`src/rtl/pool_buf_reader.sv`:
```
// pool_buf_reader: walks a stored ch/row/col feature map out of BRAM and presents it
// as a valid/ready byte stream with row, channel and frame markers.
module pool_buf_reader #(
  parameter int FIFO_DEPTH = 4,
  parameter int ADDR_W     = 14,
  parameter int DATA_W     = 8
) (
  input  logic              clk,
  input  logic              rst_n,
  input  logic              start_i,
  input  logic [4:0]        ifmap_size_i,
  input  logic [5:0]        ifmap_ch_i,
  input  logic [ADDR_W-1:0] base_addr_i,
  output logic              busy_o,
  output logic              done_o,
  output logic              rden_o,
  output logic [ADDR_W-1:0] rdptr_o,
  input  logic [DATA_W-1:0] rdata_i,
  output logic [DATA_W-1:0] data_o,
  output logic              valid_o,
  input  logic              ready_i,
  output logic              row_last_o,
  output logic              ch_last_o,
  output logic              frame_last_o
);
  localparam int AW = $clog2(FIFO_DEPTH);
  typedef enum logic [1:0] {IDLE, RUN, DRAIN, DONE} state_t;
  state_t            state_q, state_d;
  logic [4:0]        s_q, col_q, row_q;
  logic [5:0]        c_q, ch_q;
  logic [ADDR_W-1:0] base_q, idx_q;
  logic              inflight_q;
  logic [2:0]        mk_q;
  logic [DATA_W+2:0] mem_q [FIFO_DEPTH];
  logic [DATA_W+2:0] head;
  logic [AW-1:0]     wr_q, rd_q;
  logic [AW:0]       cnt_q;
  logic              accept, row_end, ch_end, frame_end, issue, pop;
  assign accept    = state_q == IDLE && start_i;
  assign row_end   = col_q == s_q - 5'd1;
  assign ch_end    = row_end && row_q == s_q - 5'd1;
  assign frame_end = ch_end && ch_q == c_q - 6'd1;
  // Credit: a read may only issue if its data is guaranteed a FIFO slot.
  assign issue     = state_q == RUN && (cnt_q + {{AW{1'b0}}, inflight_q}) < (AW+1)'(FIFO_DEPTH);
  assign pop       = valid_o && ready_i;
  assign head      = mem_q[rd_q];
  assign busy_o       = state_q == RUN || state_q == DRAIN;
  assign done_o       = state_q == DONE;
  assign rden_o       = issue;
  assign rdptr_o      = base_q + idx_q;
  assign valid_o      = cnt_q != '0;
  assign data_o       = valid_o ? head[DATA_W-1:0] : '0;
  assign row_last_o   = valid_o && head[DATA_W];
  assign ch_last_o    = valid_o && head[DATA_W+1];
  assign frame_last_o = valid_o && head[DATA_W+2];
  always_comb begin
    state_d = state_q;
    case (state_q)
      IDLE:    state_d = !start_i ? IDLE : (ifmap_size_i != '0 && ifmap_ch_i != '0) ? RUN : DONE;
      RUN:     state_d = (issue && frame_end) ? DRAIN : RUN;
      DRAIN:   state_d = (cnt_q == '0 && !inflight_q) ? DONE : DRAIN;
      default: state_d = IDLE;
    endcase
  end
  always_ff @(posedge clk or negedge rst_n) begin
    if (!rst_n) begin
      state_q    <= IDLE;
      s_q        <= '0;
      c_q        <= '0;
      base_q     <= '0;
      col_q      <= '0;
      row_q      <= '0;
      ch_q       <= '0;
      idx_q      <= '0;
      inflight_q <= 1'b0;
      mk_q       <= '0;
      wr_q       <= '0;
      rd_q       <= '0;
      cnt_q      <= '0;
    end else begin
      state_q    <= state_d;
      inflight_q <= issue;
      if (accept) begin
        s_q    <= ifmap_size_i;
        c_q    <= ifmap_ch_i;
        base_q <= base_addr_i;
        col_q  <= '0;
        row_q  <= '0;
        ch_q   <= '0;
        idx_q  <= '0;
      end else if (issue) begin
        col_q <= row_end ? 5'd0 : col_q + 5'd1;
        row_q <= ch_end ? 5'd0 : row_end ? row_q + 5'd1 : row_q;
        ch_q  <= ch_end ? ch_q + 6'd1 : ch_q;
        idx_q <= idx_q + 1'b1;
        mk_q  <= {frame_end, ch_end, row_end};
      end
      if (inflight_q) wr_q <= wr_q + 1'b1;
      if (pop) rd_q <= rd_q + 1'b1;
      cnt_q <= cnt_q + {{AW{1'b0}}, inflight_q} - {{AW{1'b0}}, pop};
    end
  end
  // Storage needs no reset: outputs are gated by the count.
  always_ff @(posedge clk) begin
    if (inflight_q) mem_q[wr_q] <= {mk_q, rdata_i};
  end
endmodule
```
`config.mk`:
```
export PLATFORM = sky130hd
export DESIGN_NAME = pool_buf_reader
export DESIGN_NICKNAME = d
export VERILOG_FILES = /design/src/rtl/pool_buf_reader.sv
export SDC_FILE = /design/constraint.sdc
export NUM_CORES = 1
export LEC_CHECK = 0
export BUFFER_PORTS_ARGS = -buffer_cell sky130_fd_sc_hd__buf_2
export CORE_MARGIN = 8
export CORE_UTILIZATION = 55
export CTS_CLUSTER_DIAMETER = 80
export DETAILED_ROUTE_END_ITERATION = 10
export GPL_ROUTABILITY_DRIVEN = 0
export PLACE_DENSITY = 0.8
export SLEW_MARGIN = 20
export SYNTH_ARGS = -nofsm -noshare
export SYNTH_HDL_FRONTEND = slang
export SYNTH_SLANG_ARGS = --single-unit
```
`constraint.sdc`:
```
create_clock -name clk -period 3.9 [get_ports clk]
set_clock_uncertainty 0.15 [all_clocks]
set_input_delay 0.78 -clock clk [delete_from_list [all_inputs] [get_ports clk]]
set_output_delay 0.78 -clock clk [all_outputs]
set_load 0.02 [all_outputs]
```
==> summary.txt, run 1 <==
Clock network
  – Buffers inserted by post-CTS timing repair: 0
  – Number of instances resized during post-cts repair: 0
  – CTS clk-pin slew, worst paths: about 0.10 ns
  – Count of hold buffers inserted by post-cts repair: 0
  – Cell at the root of the clock tree: sky130_fd_sc_hd__clkbuf_8
  – CTS sink cnt: 112
  – CTS tree: yes
  – Worst-Skew Late Latency: around 0.36 ns
  – Number of buffers created by CTS: 9
  – H-tree depth reported by CTS: 3
  – Buffers from clock root to sink, at most: 2

STA
  – Number of hold violations in the final report: 0
  – Finish-stage setup viols: 0
  – Setup_tns: 0 ns
  – Unrepaired setup endpoints after global routing: false
  – Final max-slew violation count: 0
  – Highest clock rate: about 0.28 GHz
  – Max_slew headroom: a little under half
  – Least-Margin Pin Slew: 0.788 ns
  – Time the final worst path needs with I/O delays and setup: between 3 and 4 ns
  – Fin crit share: between 90% and 100%

Yosys
  – Post-Synthesis Cells: 532
  – Dominant combinational cell family by area after synthesis: simple AND/OR/NAND/NOR gates
  – Area of the mapped netlist: slightly below 6000 um^2
  – Syn. warnings: 0
  – Multiplexer fraction of the synthesized cell area: around 4.6%
  – Dominant register cell in the synthesized netlist: sky130_fd_sc_hd__dfrtp_1
  – Seq/Total Area, Yosys: between 50% and 60%
  – Number of storage elements in the synthesis netlist: between 100 and 150
  – Xor/xnor share of the synthesized area: 8.46%
  – Number of distinct standard cells referenced by the synthesized netlist: 54
  – Synth Area per Inst: approximately 11 um^2
  – Adder and majority gate portion of the synthesized area: 7.02%
  – Total nets after synthesis: 601
  – EDFF count, synth: 44
  – Synth Area in Compound Gates: 7.69%
  – Asr flop ratio synth: 60.7%
  – Fraction of the mapped netlist area in simple logic gates: ~17%

Routing
  – Final routed wire length divided by cell count: ~16 um
  – Via density per instance: 5.52
  – Final antenna-violating net count: 0
  – Routed Wire Length: about 12000 um
  – Via Count: roughly 4100
  – DRC violations left: 0
  – Drt initial violations: about 200
  – Drt pass-1 iters: 5

Power
  – Lkg Pwr: slightly below 0.003 uW
  – Sequential cell fraction of total power: 38.3%
  – Peak supply drop: between 0.5 and 0.6 mV
  – Portion of total power attributed to the clock network: 12.8%
  – Switching power as a share of total power: between 40 and 50%
  – Combinational group share of total power: approximately half
  – Cell internal pwr: approximately 2800 uW
  – Sw power: approximately 2200 uW
  – PD cells: 778 nW/um^2

Setup path
  – CP max FO: 6
  – Slowest-stage cell, CP: sky130_fd_sc_hd__dfrtp_1
  – Count of buffer and inverter cells on the critical path: 1
  – Depth of the most critical reg-to-reg path: 8
  – RR Startpoint: s_q[0]
  – Category of the critical setup timing path: register to output port
  – Critical path depth: 8
  – Delay-heaviest family, CP: compound AO/OA/AOI/OAI gates
  – Kind of start point of the critical path: register
  – WP data arrival: roughly 2.6 ns
  – End of the critical path: rdptr_o[13]
  – Worst flop-to-flop path endpoint: row_q[2]
  – Kind of end point of the critical path: output port
  – FF-to-FF setup slack: between 0.9 and 1 ns
  – Cell breakdown of the critical path: ha_1, a21o_1, a21oi_1, nand2_1, a221oi_1, o31ai_1, mux2i_1, buf_2
  – Required time at the endpoint of the critical path: around 3.0 ns
  – Max stage delay on crit path: roughly 0.46 ns
  – First element of the critical path: idx_q[3]

Cells and area
  – Most common cell after layout, fill and taps aside: sky130_fd_sc_hd__nand2_1
  – Synth-to-layout area growth: 10.9%
  – Fin nets: around 660
  – Number of fillers in the final layout: a little over 800
  – Fraction of final layout cells sized beyond drive strength 1: between 10% and 20%
  – Total non-filler cell area in the finished layout: roughly 6400 um^2
  – Most used cells in the layout excluding fill and tap cells: 96 x sky130_fd_sc_hd__nand2_1, 68 x sky130_fd_sc_hd__dfrtp_1, 64 x sky130_fd_sc_hd__buf_2
  – Filler-free cell count of the finished design: 734
  – Antenna cells: 0

Floorplan
  – Top-level port count: 66
  – Starting utilization of the core area: roughly 57%
  – Number of placement rows: 37
  – Die Outline Area: roughly 14000 um^2
  – Core area: 10300 um^2
  – Die span in x: 119 um
  – Height of the die: 119 um

Placed design
  – Quantity of I/O buffers inserted on ports: 65
  – Placed instance count: 718
  – HPWL reported at the end of detailed placement: 8400 um
  – Placement Cell Area: between 6000 and 7000 um^2

Hold path
  – Worst Hold Class: primary input to asynchronous set/reset pin

Global routing
  – Wire length of the first global-routing pass: approximately 20000 um
  – Pin count of the biggest net entering global routing: between 50 and 60
  – Vias in the first global route: ~4200
  – Total grt overflow: 0
  – Number of antenna violations at the first check in global routing: 0
  – GR Util All Layers: between 10% and 20%

Flow run
  – Maximum capacitance violations: 0

Run status
  – Status: finished clean
==> registers in the layout, summed over array words and instances (netlist names) <==
| signal | count |
|---|---|
| idx_q | 14 |
| inflight_q | 1 |
| c_q | 6 |
| wr_q | 2 |
| ch_q | 6 |
| rd_q | 2 |
| col_q | 5 |
| state_q | 2 |
| base_q | 14 |
| mk_q | 3 |
| row_q | 5 |
| s_q | 5 |
| cnt_q | 3 |
| mem_q | 44 |
==> metal layers <==
metal / track usage (%) / routed length, um / up-vias
met1: 22.2 / 5270 / 1961
met2: 28.5 / 5630 / 113
met4: 4.82 / 85 / 0
met5: 0 / 0 / -
li1: - / - / 1968
met3: 3.90 / 539 / 8
==> through the flow <==
step | utilization (%) | setup WS, ns | hold slack, ns | power, uW
5_1_grt | 62.7 | 0.170 | 0.317 | 5400
4_1_cts | 62.7 | 0.374 | 0.350 | 5050
6_report | 62.7 | 0.350 | 0.278 | 5010
2_1_floorplan | - | 0.968 | 0.302 | 3690
3_5_place_dp | 60.9 | 0.780 | 0.325 | 4400
3_3_place_gp | 60.9 | 0.854 | 0.317 | 4280
==> Yosys cell counts (14+ instances only) <==
cell                       number  area [um^2]
sky130_fd_sc_hd__nand2_1       96          360
sky130_fd_sc_hd__dfrtp_1       68         1700
sky130_fd_sc_hd__edfxtp_1      44         1320
sky130_fd_sc_hd__ha_1          31          388
sky130_fd_sc_hd__xnor2_1       30          263
sky130_fd_sc_hd__nor2_1        29          109
sky130_fd_sc_hd__o21ai_0       24          120
sky130_fd_sc_hd__inv_1         23         86.3
sky130_fd_sc_hd__xor2_1        21          184
sky130_fd_sc_hd__and2_1        20          125
sky130_fd_sc_hd__clkbuf_1      15         56.3
sky130_fd_sc_hd__nand3_1       15         75.1
sky130_fd_sc_hd__a21oi_1       14         70.1
==> how the worst min path moves through the flow <==
| stage | from | to | slack [ns] | cells past startpoint |
|---|---|---|---|---|
| after floorplan | base_q[0] | base_q[0] | 0.30 | 2 |
| after global placement | base_q[8] | base_q[8] | 0.32 | 2 |
| after detailed placement | base_q[10] | base_q[10] | 0.33 | 2 |
| after CTS | base_q[10] | base_q[10] | 0.35 | 2 |
| after global routing | rst_n | c_q[3] | 0.32 | 1 |
| final | rst_n | c_q[4] | 0.28 | 1 |
==> area by class of cell <==
type | instances | area, um^2 | area share, %
clock buffers | 9 | 124 | 1.92
clock inverters | 7 | 55.1 | 0.854
inverters | 23 | 86.3 | 1.34
multi-input cells | 376 | 2610 | 40.5
flip-flops and latches | 112 | 3020 | 46.9
well taps | 136 | 170 | 2.64
repair buffers | 71 | 373 | 5.79
==> power by group through the flow <==
| stage | Clock (uW) | Combinational [uW] | Sequential (uW) |
|---|---|---|---|
| 3_5_place_dp | 0 | 2450 | 1950 |
| 6_report | 641 | 2450 | 1920 |
| 2_1_floorplan | 0 | 1900 | 1790 |
| 3_3_place_gp | 0 | 2360 | 1920 |
| 5_1_grt | 710 | 2710 | 1980 |
| 4_1_cts | 657 | 2470 | 1930 |
==> worst register-to-register path, stage by stage, from the launching register on <==
cell,delay [ns]
sky130_fd_sc_hd__dfrtp_1,0.47
sky130_fd_sc_hd__inv_1,0.09
sky130_fd_sc_hd__ha_1,0.36
sky130_fd_sc_hd__xnor2_1,0.15
sky130_fd_sc_hd__a311oi_1,0.43
sky130_fd_sc_hd__o311ai_4,0.29
sky130_fd_sc_hd__nor2_1,0.56
sky130_fd_sc_hd__nor2_1,0.08
sky130_fd_sc_hd__nor4_1,0.30
==> cells by family after synthesis <==
logic type      count (synthesis)
simple gates                  210
flops                         112
compound gates                 68
xor+xnor                       53
buf+inv                        44
fa+ha+maj                      32
mux                            13
Power figures use the tool's default switching activity.
==> run 2, diff against run 1 <==
--- a/config.mk
+++ b/config.mk
@@ -12,6 +12,7 @@
 export DETAILED_ROUTE_END_ITERATION = 10
 export GPL_ROUTABILITY_DRIVEN = 0
 export PLACE_DENSITY = 0.8
+export SETUP_SLACK_MARGIN = 0.5
 export SLEW_MARGIN = 20
 export SYNTH_ARGS = -nofsm -noshare
 export SYNTH_HDL_FRONTEND = slang
==> run 2 against run 1 <==
Global-route usage up 0.051 points. Largest power group unchanged. Register-to-register slack barely moved. Non-clock buffer count rose by 6. Critical path type unchanged. First-iteration DRC count decreased by 4.4%. Cell count is 0.82% higher. Cell area rose by 2.0%. Utilization grew 1.2 points. Routed wire length up 2.3%.
==> summary.txt, run 2 (same netlist as run 1, synthesis figures left out) <==
Routing
  – Routed Wire Length: about 12000 um
  – Via Count: a little over 4000
  – Via density per instance: about 5.5
  – Drt pass-1 iters: 4
  – Final antenna-violating net count: 0
  – Final routed wire length divided by cell count: about 16 um
  – Drt initial violations: 194
  – DRC violations left: 0

Floorplan
  – Starting utilization of the core area: a little under three fifths
  – Core area: a little over 10000 um^2
  – Die span in x: 119 um
  – Die Outline Area: between 10000 and 15000 um^2
  – Number of placement rows: 37
  – Top-level port count: 66
  – Height of the die: roughly 120 um

Setup path
  – Slowest-stage cell, CP: sky130_fd_sc_hd__dfrtp_2
  – Kind of start point of the critical path: register
  – Category of the critical setup timing path: register to output port
  – Kind of end point of the critical path: output port
  – WP data arrival: ~2.4 ns
  – Required time at the endpoint of the critical path: just under 3 ns
  – CP max FO: 4
  – Max stage delay on crit path: approximately 0.44 ns
  – Cell breakdown of the critical path: ha_1, a21o_1, a21oi_2, nand2_2, a221oi_4, o21ba_2, xnor2_1, buf_4

Clock network
  – Cell at the root of the clock tree: sky130_fd_sc_hd__clkbuf_8
  – Number of buffers created by CTS: 9
  – Buffers from clock root to sink, at most: 2
  – CTS tree: yes
  – H-tree depth reported by CTS: 3
  – Worst-Skew Late Latency: ~0.36 ns
  – CTS sink cnt: between 100 and 150
  – CTS clk-pin slew, worst paths: ~0.11 ns

STA
  – Number of hold violations in the final report: 0
  – Final max-slew violation count: 0
  – Least-Margin Pin Slew: just under 0.8 ns
  – Finish-stage setup viols: 0
  – Unrepaired setup endpoints after global routing: true
  – Setup_tns: 0 ns
  – Highest clock rate: ~0.3 GHz
  – Max_slew headroom: around half
  – Post-route worst setup slack: about 0.60 ns
  – Fin crit share: approximately 85%
  – Time the final worst path needs with I/O delays and setup: between 3 and 4 ns
  – Smallest hold slack: roughly 0.28 ns

Cells and area
  – Most common cell after layout, fill and taps aside: sky130_fd_sc_hd__nand2_1
  – Most used cells in the layout excluding fill and tap cells: 95 x sky130_fd_sc_hd__nand2_1, 67 x sky130_fd_sc_hd__dfrtp_1, 59 x sky130_fd_sc_hd__buf_2
  – Antenna cells: 0
  – Number of fillers in the final layout: ~810
  – Largest registers in the final layout: mem_q: 44 flops, base_q: 14 flops, idx_q: 14 flops
  – Synth-to-layout area growth: 13.1%
  – Fraction of final layout cells sized beyond drive strength 1: between 20% and 30%
  – Most flop-heavy register: mem_q
  – Fin nets: ~670
  – Flip-flop count of the largest register after layout: between 40 and 50

Power
  – Lkg Pwr: between 0.002 and 0.003 uW
  – PD cells: 782 nW/um^2
  – Peak supply drop: ~0.6 mV

Global routing
  – Wire length of the first global-routing pass: just over 20000 um
  – Pin count of the biggest net entering global routing: 51
  – Total grt overflow: 0
  – Vias in the first global route: 4208
  – Number of antenna violations at the first check in global routing: 0
  – GR Util All Layers: 17.2%

Flow run
  – Maximum capacitance violations: 0

Placed design
  – HPWL reported at the end of detailed placement: between 8000 and 9000 um
  – Setup slack after placement: 0.780 ns
  – Quantity of I/O buffers inserted on ports: 65

Run status
  – Status: finished clean

Hold path
  – Worst Hold Class: primary input to asynchronous set/reset pin
==> run 2: changes by cell type in the layout (fill, tap and decap cells not counted), moves of 2 or more <==
cell	before	now
sky130_fd_sc_hd__ha_1	31	29
sky130_fd_sc_hd__ha_2	0	2
sky130_fd_sc_hd__buf_2	64	59
sky130_fd_sc_hd__a211oi_2	0	2
sky130_fd_sc_hd__nor2b_1	4	2
sky130_fd_sc_hd__a21oi_1	14	11
sky130_fd_sc_hd__o21ai_0	24	22
sky130_fd_sc_hd__a21oi_2	1	4
sky130_fd_sc_hd__buf_4	7	18
sky130_fd_sc_hd__a211oi_1	2	0
==> run 2: power by group <==
group          switching, uW  internal, uW
sequential               326          1590
combinational           1490          1090
clock                    401           241
total                   2210          2930
==> run 2: cell type report <==
cell class / count / area, um^2 / area share, %
sequential: 112 / 3020 / 46.0
multi-input combinational: 376 / 2680 / 40.8
timing repair buffer: 77 / 430 / 6.55
tap: 136 / 170 / 2.59
clock buffer: 9 / 124 / 1.89
inverter: 23 / 86.3 / 1.31
clock inverter: 7 / 55.1 / 0.838
==> run 2: path summary, 6_finish.rpt <==
check                      startpoint         end  slack [ns]  cells after the start
setup / recovery             idx_q[3]  rdptr_o[9]        0.60                      8
hold / removal                  rst_n    idx_q[0]        0.28                      1
setup reg to reg               s_q[0]    row_q[3]        0.92                      8
hold reg to reg            base_q[10]  base_q[10]        0.35                      2
max in group asynchronous       rst_n      c_q[1]        2.73                      2
min in group clk           base_q[10]  base_q[10]        0.35                      2
==> run 2: metal layers <==
metal | wire (um) | GRT usage, % | vias to the layer above
met5 | 0 | 0 | -
met1 | 5380 | 22.3 | 1972
met2 | 5730 | 28.5 | 110
met3 | 523 | 3.90 | 15
met4 | 156 | 4.82 | 0
li1 | - | - | 1975
==> run 2: worst max-delay path, delay by kind of cell (launching register included) <==
kind | cells | cell delay [ns]
AO/OA/AOI/OAI | 4 | 0.83
XOR/XNOR | 1 | 0.13
adder cells (fa/ha/maj) | 1 | 0.34
buffers and inverters | 1 | 0.17
flip-flops | 1 | 0.44
AND/OR/NAND/NOR | 1 | 0.10
==> run 2: per-stage QoR <==
stage,total power [uW],cells,cell area (um^2),utilization (%)
finish,5140,740,6570,63.9
global route,5530,740,6570,63.9
CTS,5070,735,6460,62.9
detailed placement,4400,718,6260,60.9
global placement,4280,718,6260,60.9
floorplan,3690,532,5810,-
==> run 2: timing repair <==
item                       CTS  global route
pin swaps                    1             5
setup endpoints to repair    6             7
resized for setup            5            19
buffers inserted             1             5
hold buffers                 0             0
